<file path="config.mk">
export PLATFORM = sky130hd
export DESIGN_NAME = eng_job_sched
export DESIGN_NICKNAME = d
export VERILOG_FILES = /design/src/rtl/eng_job_sched_pkg.sv /design/src/rtl/eng_job_sched_cnt.sv /design/src/rtl/eng_job_sched.sv
export SDC_FILE = /design/constraint.sdc
export NUM_CORES = 1
export LEC_CHECK = 0
export CAP_MARGIN = 0
export CORE_ASPECT_RATIO = 1.75
export CORE_MARGIN = 4
export CORE_UTILIZATION = 45
export CTS_BUF_LIST = sky130_fd_sc_hd__clkbuf_8
export CTS_CLUSTER_DIAMETER = 120
export DETAILED_ROUTE_END_ITERATION = 16
export PLACE_DENSITY = 0.69
export SLEW_MARGIN = 20
export SYNTH_ARGS = -nofsm -noshare
export SYNTH_HDL_FRONTEND = slang
export SYNTH_HIERARCHICAL = 1
export SYNTH_SLANG_ARGS = --single-unit
</file>
<file path="constraint.sdc">
create_clock -name clk -period 3.5 [get_ports clk]
set_input_delay 0.35 -clock clk [delete_from_list [all_inputs] [get_ports clk]]
set_output_delay 0.35 -clock clk [all_outputs]
set_load 0.1 [all_outputs]
</file>
<file path="src/rtl/eng_job_sched_pkg.sv">
// Shared control definitions for the erasure-coding job scheduler:
// FSM state encoding and the fixed phase lengths.
package eng_job_sched_pkg;

  typedef enum logic [2:0] {
    IDLE,
    ENG_RST,
    BM_LOAD,
    CALC,
    DRAIN,
    NEXT,
    DONE
  } sched_state_t;

  localparam int ENG_RST_CYCLES   = 2;
  localparam int DRAIN_MIN_CYCLES = 2;
  localparam int PHASE_W          = 2;

endpackage

</file>
<file path="src/rtl/eng_job_sched_cnt.sv">
// Loadable up-counter with a terminal-count compare against a runtime limit.
// Clear has priority over increment.
module sched_cnt
  import eng_job_sched_pkg::*;
#(
  parameter int W = 8
) (
  input  logic         clk,
  input  logic         rstn,
  input  logic         i_clr,
  input  logic         i_inc,
  input  logic [W-1:0] i_last,
  output logic [W-1:0] o_cnt,
  output logic         o_tc
);

  localparam logic [W-1:0] ONE = W'(1);

  logic [W-1:0] r_cnt;

  always_ff @(posedge clk or negedge rstn) begin
    if (!rstn) begin
      r_cnt <= '0;
    end else if (i_clr) begin
      r_cnt <= '0;
    end else if (i_inc) begin
      r_cnt <= r_cnt + ONE;
    end
  end

  assign o_cnt = r_cnt;
  assign o_tc  = (r_cnt == i_last);

endmodule

</file>
<file path="src/rtl/eng_job_sched.sv">
// Job-level scheduler: sequences engine reset, one-time bitmatrix load,
// per-stripe calculation and output drain, and owns all engine/buffer enables.
module eng_job_sched
  import eng_job_sched_pkg::*;
#(
  parameter int K_MAX    = 8,
  parameter int M_MAX    = 4,
  parameter int STRIPE_W = 16,
  parameter int BEAT_W   = 12,
  localparam int KW      = $clog2(K_MAX + 1),
  localparam int MW      = $clog2(M_MAX + 1)
) (
  input  logic                clk,
  input  logic                rstn,
  input  logic                job_start,
  input  logic                job_abort,
  input  logic [STRIPE_W-1:0] job_num_stripes,
  input  logic [BEAT_W-1:0]   job_beats,
  input  logic [KW-1:0]       job_k,
  input  logic [MW-1:0]       job_m,
  input  logic                inbuff_empty,
  input  logic                outbuff_full,
  input  logic                eng_empty,
  input  logic                bm_load_done,
  output logic                eng_rstn,
  output logic                bm_load_req,
  output logic                cntrl_inbuff_rd_en,
  output logic                cntrl_eng_calc_en,
  output logic                cntrl_outbuff_wr_en,
  output logic                job_busy,
  output logic                job_done,
  output logic                job_err,
  output logic [STRIPE_W-1:0] stripe_idx
);

  localparam logic [KW-1:0]       K_LIMIT    = KW'(K_MAX);
  localparam logic [MW-1:0]       M_LIMIT    = MW'(M_MAX);
  localparam logic [BEAT_W-1:0]   BEAT_ONE   = BEAT_W'(1);
  localparam logic [STRIPE_W-1:0] STRIPE_ONE = STRIPE_W'(1);
  localparam logic [PHASE_W-1:0]  PHASE_ONE  = PHASE_W'(1);
  localparam logic [PHASE_W-1:0]  RST_LAST   = PHASE_W'(ENG_RST_CYCLES - 1);
  localparam logic [PHASE_W-1:0]  DRAIN_LAST = PHASE_W'(DRAIN_MIN_CYCLES - 1);

  sched_state_t          r_state;
  logic [PHASE_W-1:0]    r_phase;
  logic                  r_first;
  logic                  r_abort;
  logic                  r_job_done;
  logic                  r_job_err;
  logic [STRIPE_W-1:0]   r_num_stripes;
  logic [BEAT_W-1:0]     r_beats;

  logic                  w_cfg_ok;
  logic                  w_accept;
  logic                  w_rd;
  logic                  w_wr;
  logic                  w_beat_tc;
  logic                  w_stripe_tc;
  logic                  w_stripe_inc;
  logic [BEAT_W-1:0]     w_beat_cnt;
  logic [STRIPE_W-1:0]   w_stripe_idx;

  assign w_cfg_ok = (job_num_stripes != '0) && (job_beats != '0) &&
                    (job_k != '0) && (job_k <= K_LIMIT) &&
                    (job_m != '0) && (job_m <= M_LIMIT);
  assign w_accept = (r_state == IDLE) && job_start && w_cfg_ok;

  // Flow-control strobes follow the buffers combinationally; abort kills them at once.
  assign w_rd = (r_state == CALC)  && !inbuff_empty && !job_abort;
  assign w_wr = (r_state == DRAIN) && !eng_empty && !outbuff_full && !job_abort;
  assign w_stripe_inc = (r_state == NEXT) && !w_stripe_tc && !job_abort;

  sched_cnt #(.W(BEAT_W)) u_beat_cnt (
    .clk    (clk),
    .rstn   (rstn),
    .i_clr  (w_accept || (w_rd && w_beat_tc)),
    .i_inc  (w_rd),
    .i_last (r_beats - BEAT_ONE),
    .o_cnt  (w_beat_cnt),
    .o_tc   (w_beat_tc)
  );

  sched_cnt #(.W(STRIPE_W)) u_stripe_cnt (
    .clk    (clk),
    .rstn   (rstn),
    .i_clr  (w_accept),
    .i_inc  (w_stripe_inc),
    .i_last (r_num_stripes - STRIPE_ONE),
    .o_cnt  (w_stripe_idx),
    .o_tc   (w_stripe_tc)
  );

  always_ff @(posedge clk or negedge rstn) begin
    if (!rstn) begin
      r_state       <= IDLE;
      r_phase       <= '0;
      r_first       <= 1'b0;
      r_abort       <= 1'b0;
      r_job_done    <= 1'b0;
      r_job_err     <= 1'b0;
      r_num_stripes <= '0;
      r_beats       <= '0;
    end else begin
      r_job_done <= 1'b0;
      r_job_err  <= 1'b0;
      if ((r_state != IDLE) && job_abort) begin
        r_state <= ENG_RST;
        r_phase <= '0;
        r_abort <= 1'b1;
      end else begin
        case (r_state)
          IDLE: begin
            if (job_start) begin
              if (w_cfg_ok) begin
                r_state       <= ENG_RST;
                r_phase       <= '0;
                r_first       <= 1'b1;
                r_abort       <= 1'b0;
                r_num_stripes <= job_num_stripes;
                r_beats       <= job_beats;
              end else begin
                r_job_err <= 1'b1;
              end
            end
          end
          ENG_RST: begin
            if (r_phase == RST_LAST) begin
              r_phase <= '0;
              if (r_abort) begin
                r_state   <= IDLE;
                r_abort   <= 1'b0;
                r_job_err <= 1'b1;
              end else if (r_first) begin
                r_state <= BM_LOAD;
              end else begin
                r_state <= CALC;
              end
            end else begin
              r_phase <= r_phase + PHASE_ONE;
            end
          end
          BM_LOAD: begin
            if (bm_load_done) begin
              r_first <= 1'b0;
              r_state <= CALC;
            end
          end
          CALC: begin
            if (w_rd && w_beat_tc) begin
              r_state <= DRAIN;
              r_phase <= '0;
            end
          end
          // The first drain cycle never exits, covering the engine result latency.
          DRAIN: begin
            if (eng_empty && (r_phase == DRAIN_LAST)) begin
              r_state <= NEXT;
              r_phase <= '0;
            end else if (r_phase != DRAIN_LAST) begin
              r_phase <= r_phase + PHASE_ONE;
            end
          end
          NEXT: begin
            r_phase <= '0;
            r_state <= w_stripe_tc ? DONE : ENG_RST;
          end
          DONE: begin
            r_state    <= IDLE;
            r_job_done <= 1'b1;
          end
          default: r_state <= IDLE;
        endcase
      end
    end
  end

  assign eng_rstn            = (r_state != ENG_RST);
  assign bm_load_req         = (r_state == BM_LOAD);
  assign cntrl_inbuff_rd_en  = w_rd;
  assign cntrl_eng_calc_en   = w_rd;
  assign cntrl_outbuff_wr_en = w_wr;
  assign job_busy            = (r_state != IDLE);
  assign job_done            = r_job_done;
  assign job_err             = r_job_err;
  assign stripe_idx          = w_stripe_idx;

endmodule

</file>
==> run summary <==
Pint -> 2.18 mW
Die width -> 80.1 um
Worst R2R Start -> r_num_stripes[8]$_DFFE_PN0P_
Asr flop ratio synth -> 100%
Drt first pass iters -> 4
Antenna cells -> 0
Total Neg Setup Slack -> 0 ns
Post-layout minimum cycle time -> 3.40 ns
Hold Violations, Final -> 12
Slew Limit Fails -> 0
Critical path type -> register to register
Via count -> 3332
Design Area, Final -> 0.00522 mm^2
Post-route ant nets -> 0
Post-synthesis cell count -> 414
Status -> finished, violations left
Drt initial violations -> 136
Register share of total power -> 34.4%
Wirelength per Cell -> 16.9 um
Net load switching power -> 1.55 mW
Cell family with most CP delay -> simple AND/OR/NAND/NOR gates
FP Rows -> 45
Multi-input logic area -> 0.00242 mm^2
Relative slew slack -> 34.1%
GR Overflow Total -> 0
Root cell of the clock tree -> clkbuf_8
Post-CTS Hold Buffers -> 0
Critical path peak fanout -> 7
Worst stage delay on the critical path -> 0.47 ns
Setup ws final -> 0.103 ns
Drt total wl -> 10.4 mm
Starting Density -> 46.6%
Largest net degree at the start of global routing -> 46
Top_reg_cell synth -> dfrtp_1
DPL Wire Length -> 7.71 mm
Clock-pin slew on the worst setup and hold paths -> 0.08 ns
Final net count -> 537
Synth Register Bits -> 65
Setup crit start kind -> register
Count of flip-flops with a built-in enable after synthesis -> 0
Clk pwr share -> 18.7%
Syn nets -> 461
Sequential share of the synthesized area -> 39.7%
Sink Count -> 65
Post-CTS setup buffer count -> 0
Global-route wire length before repair -> 16.6 mm
CTS tree -> yes
Die area -> 0.0108 mm^2
Syn_area_per_cell -> 9.89 um^2
Die H -> 134 um
Ys Warns -> 6
RSZ-0062 raised after global routing -> yes
Core box area -> 0.00878 mm^2
Routability-driven placement congestion ratio -> 0.848
Fillers -> 801
Final Hold Slack -> -0.0196 ns
Sw frac -> 41.6%
Fmax -> 294 MHz
Fin crit share -> 97.1%
Initial antenna violation count -> 0
P&R area growth vs syn -> 27.4%
Port Buf Inserts -> 66
Buf/Inv on CP -> 2
Setup crit end kind -> register
Worst path required time -> 3.75 ns
Worst vdd ir -> 0.510 mV
Critical path arrival -> 3.64 ns
Worst path slowest cell -> dfrtp_1
Vias per inst -> 5.44
R2r endpoint -> u_stripe_cnt/o_cnt[15]$_DFFE_PN0P_
Max Cap Violations -> 0
Mapped Area -> 0.00410 mm^2
Reg2Reg Setup Slack -> 0.10 ns
Share of cells above drive strength 1 -> 17.6%
Crit path cell chain -> nor4_4 -> and4b_1 -> nand2b_1 -> xnor2_1 -> xnor2_1 -> nand4_1 -> nor4_2 -> buf_4 -> nor4_1 -> buf_4 -> o211ai_1 -> or4_1 -> mux2_1
Slew @ Worst Pin -> 0.986 ns
Comb pwr share -> 46.9%
Most frequent cells in the layout -> dfrtp_1, clkdlybuf4s50_1, xnor2_1
FF-to-FF path depth -> 13
Pleak -> 2.22 nW
Cell area power density -> 715 mW/mm^2
Final setup viols -> 0
# H-tree levels -> 3
Skew-Pair Late Insertion Delay -> 0.36 ns
Place WS -> 0.0272 ns
Vias in the first global route -> 3454
Gr usage total -> 19.9%
Dpl cell area -> 0.00491 mm^2
Seq. cell area -> 0.00163 mm^2
Clk_skew -> 0.0127 ns
CTS buffer count -> 9
Clock buffer depth -> 2
Post-route DRC -> 0
Most common cell after layout, fill and taps aside -> dfrtp_1
Hold WC Path Type -> input pin to asynchronous set/reset pin
Ports -> 67
Synth unique cells -> 53
Failing checks -> hold timing
-- power by group through the flow --
stage / clock (mW) / combinational (mW) / sequential [mW]
after global placement: 0 / 1.68 / 1.24
final: 0.697 / 1.75 / 1.28
after global routing: 0.743 / 1.90 / 1.32
after CTS: 0.712 / 1.72 / 1.24
after detailed placement: 0 / 1.71 / 1.25
after floorplan: 0 / 1.25 / 1.29
-- worst max-delay path by stage --
stage	startpoint	to	slack (ns)	cells past startpoint
global route	r_num_stripes[8]$_DFFE_PN0P_	u_stripe_cnt/o_cnt[13]$_DFFE_PN0P_	-0.14	14
detailed placement	r_num_stripes[0]$_DFFE_PN0P_	u_stripe_cnt/o_cnt[13]$_DFFE_PN0P_	0.03	16
CTS	r_num_stripes[9]$_DFFE_PN0P_	u_stripe_cnt/o_cnt[13]$_DFFE_PN0P_	0.12	14
finish	r_num_stripes[8]$_DFFE_PN0P_	u_stripe_cnt/o_cnt[15]$_DFFE_PN0P_	0.10	13
global placement	r_num_stripes[0]$_DFFE_PN0P_	u_stripe_cnt/o_cnt[13]$_DFFE_PN0P_	0.14	16
floorplan	r_state[0]$_DFFE_PN0P_	u_stripe_cnt/o_cnt[15]$_DFFE_PN0P_	0.29	10
-- sequential cells by signal, summed over array words and instances (netlist names) --
signal and flops:
r_state 3, u_beat_cnt/o_cnt 12, r_beats 12, job_done 1, r_num_stripes 16, r_first 1, job_err 1, u_stripe_cnt/o_cnt 16
r_abort 1, r_phase 2
-- Yosys cell counts, types with 4 or more instances --
cell      number  area [um^2]
dfrtp_1       65         1630
xnor2_1       46          403
nor2_1        38          143
mux2_4        27          405
nand2_1       26         97.6
xor2_1        25          219
nor3_1        20          100
nor4_1        20          125
inv_1         16         60.1
nand4_1       12         75.1
o21ai_0       11         55.1
nand3_1       10         50.1
clkbuf_1       9         33.8
a21oi_1        8         40.0
nor2b_1        8         50.1
nand2b_1       6         37.5
or4_1          5         37.5
ha_1           4         50.1
-- logic make-up after synthesis --
| group | Yosys count | synth area share (%) |
|---|---|---|
| fa+ha+maj | 4 | 1.22 |
| simple gates | 171 | 22.7 |
| compound gates | 40 | 6.39 |
| buf+inv | 31 | 3.54 |
| xor+xnor | 71 | 15.2 |
| flops | 65 | 39.7 |
| mux | 32 | 11.2 |
-- metrics by stage --
step                      power (mW)  util, %  hold slack, ns  cells
final                           3.73     59.4         -0.0196    612
after global routing            3.96     59.4          0.0176    612
after CTS                       3.67     58.4           0.187    612
after detailed placement        2.96     55.9           0.476    596
after global placement          2.92     55.9           0.469    596
after floorplan                 2.54        -          0.0544    414
-- routing by layer --
metal | routed length [um] | track usage (%) | part of all wire (%) | vias to the layer above
met3 | 353 | 3.49 | 3.4 | 22
met1 | 3980 | 21.7 | 38 | 1624
met5 | 0 | 0 | 0 | -
met4 | 349 | 9.87 | 3.4 | 0
li1 | - | - | - | 1614
met2 | 5690 | 35.9 | 55 | 72
-- timing repair --
item                                    in CTS  in global routing
pin swaps                                    0                  3
endpoints found under the setup margin       1                 12
resized for setup                            1                 13
-- cell type report --
cell class | instances | share of cell area, %
Inverter | 16 | 1.15
Multi-Input combinational cell | 318 | 46.4
Sequential cell | 65 | 31.2
Tap cell | 117 | 2.81
Clock buffer | 12 | 3.16
Timing Repair Buffer | 80 | 14.4
Clock inverter | 4 | 0.959
(Power assumes the default switching activity.)
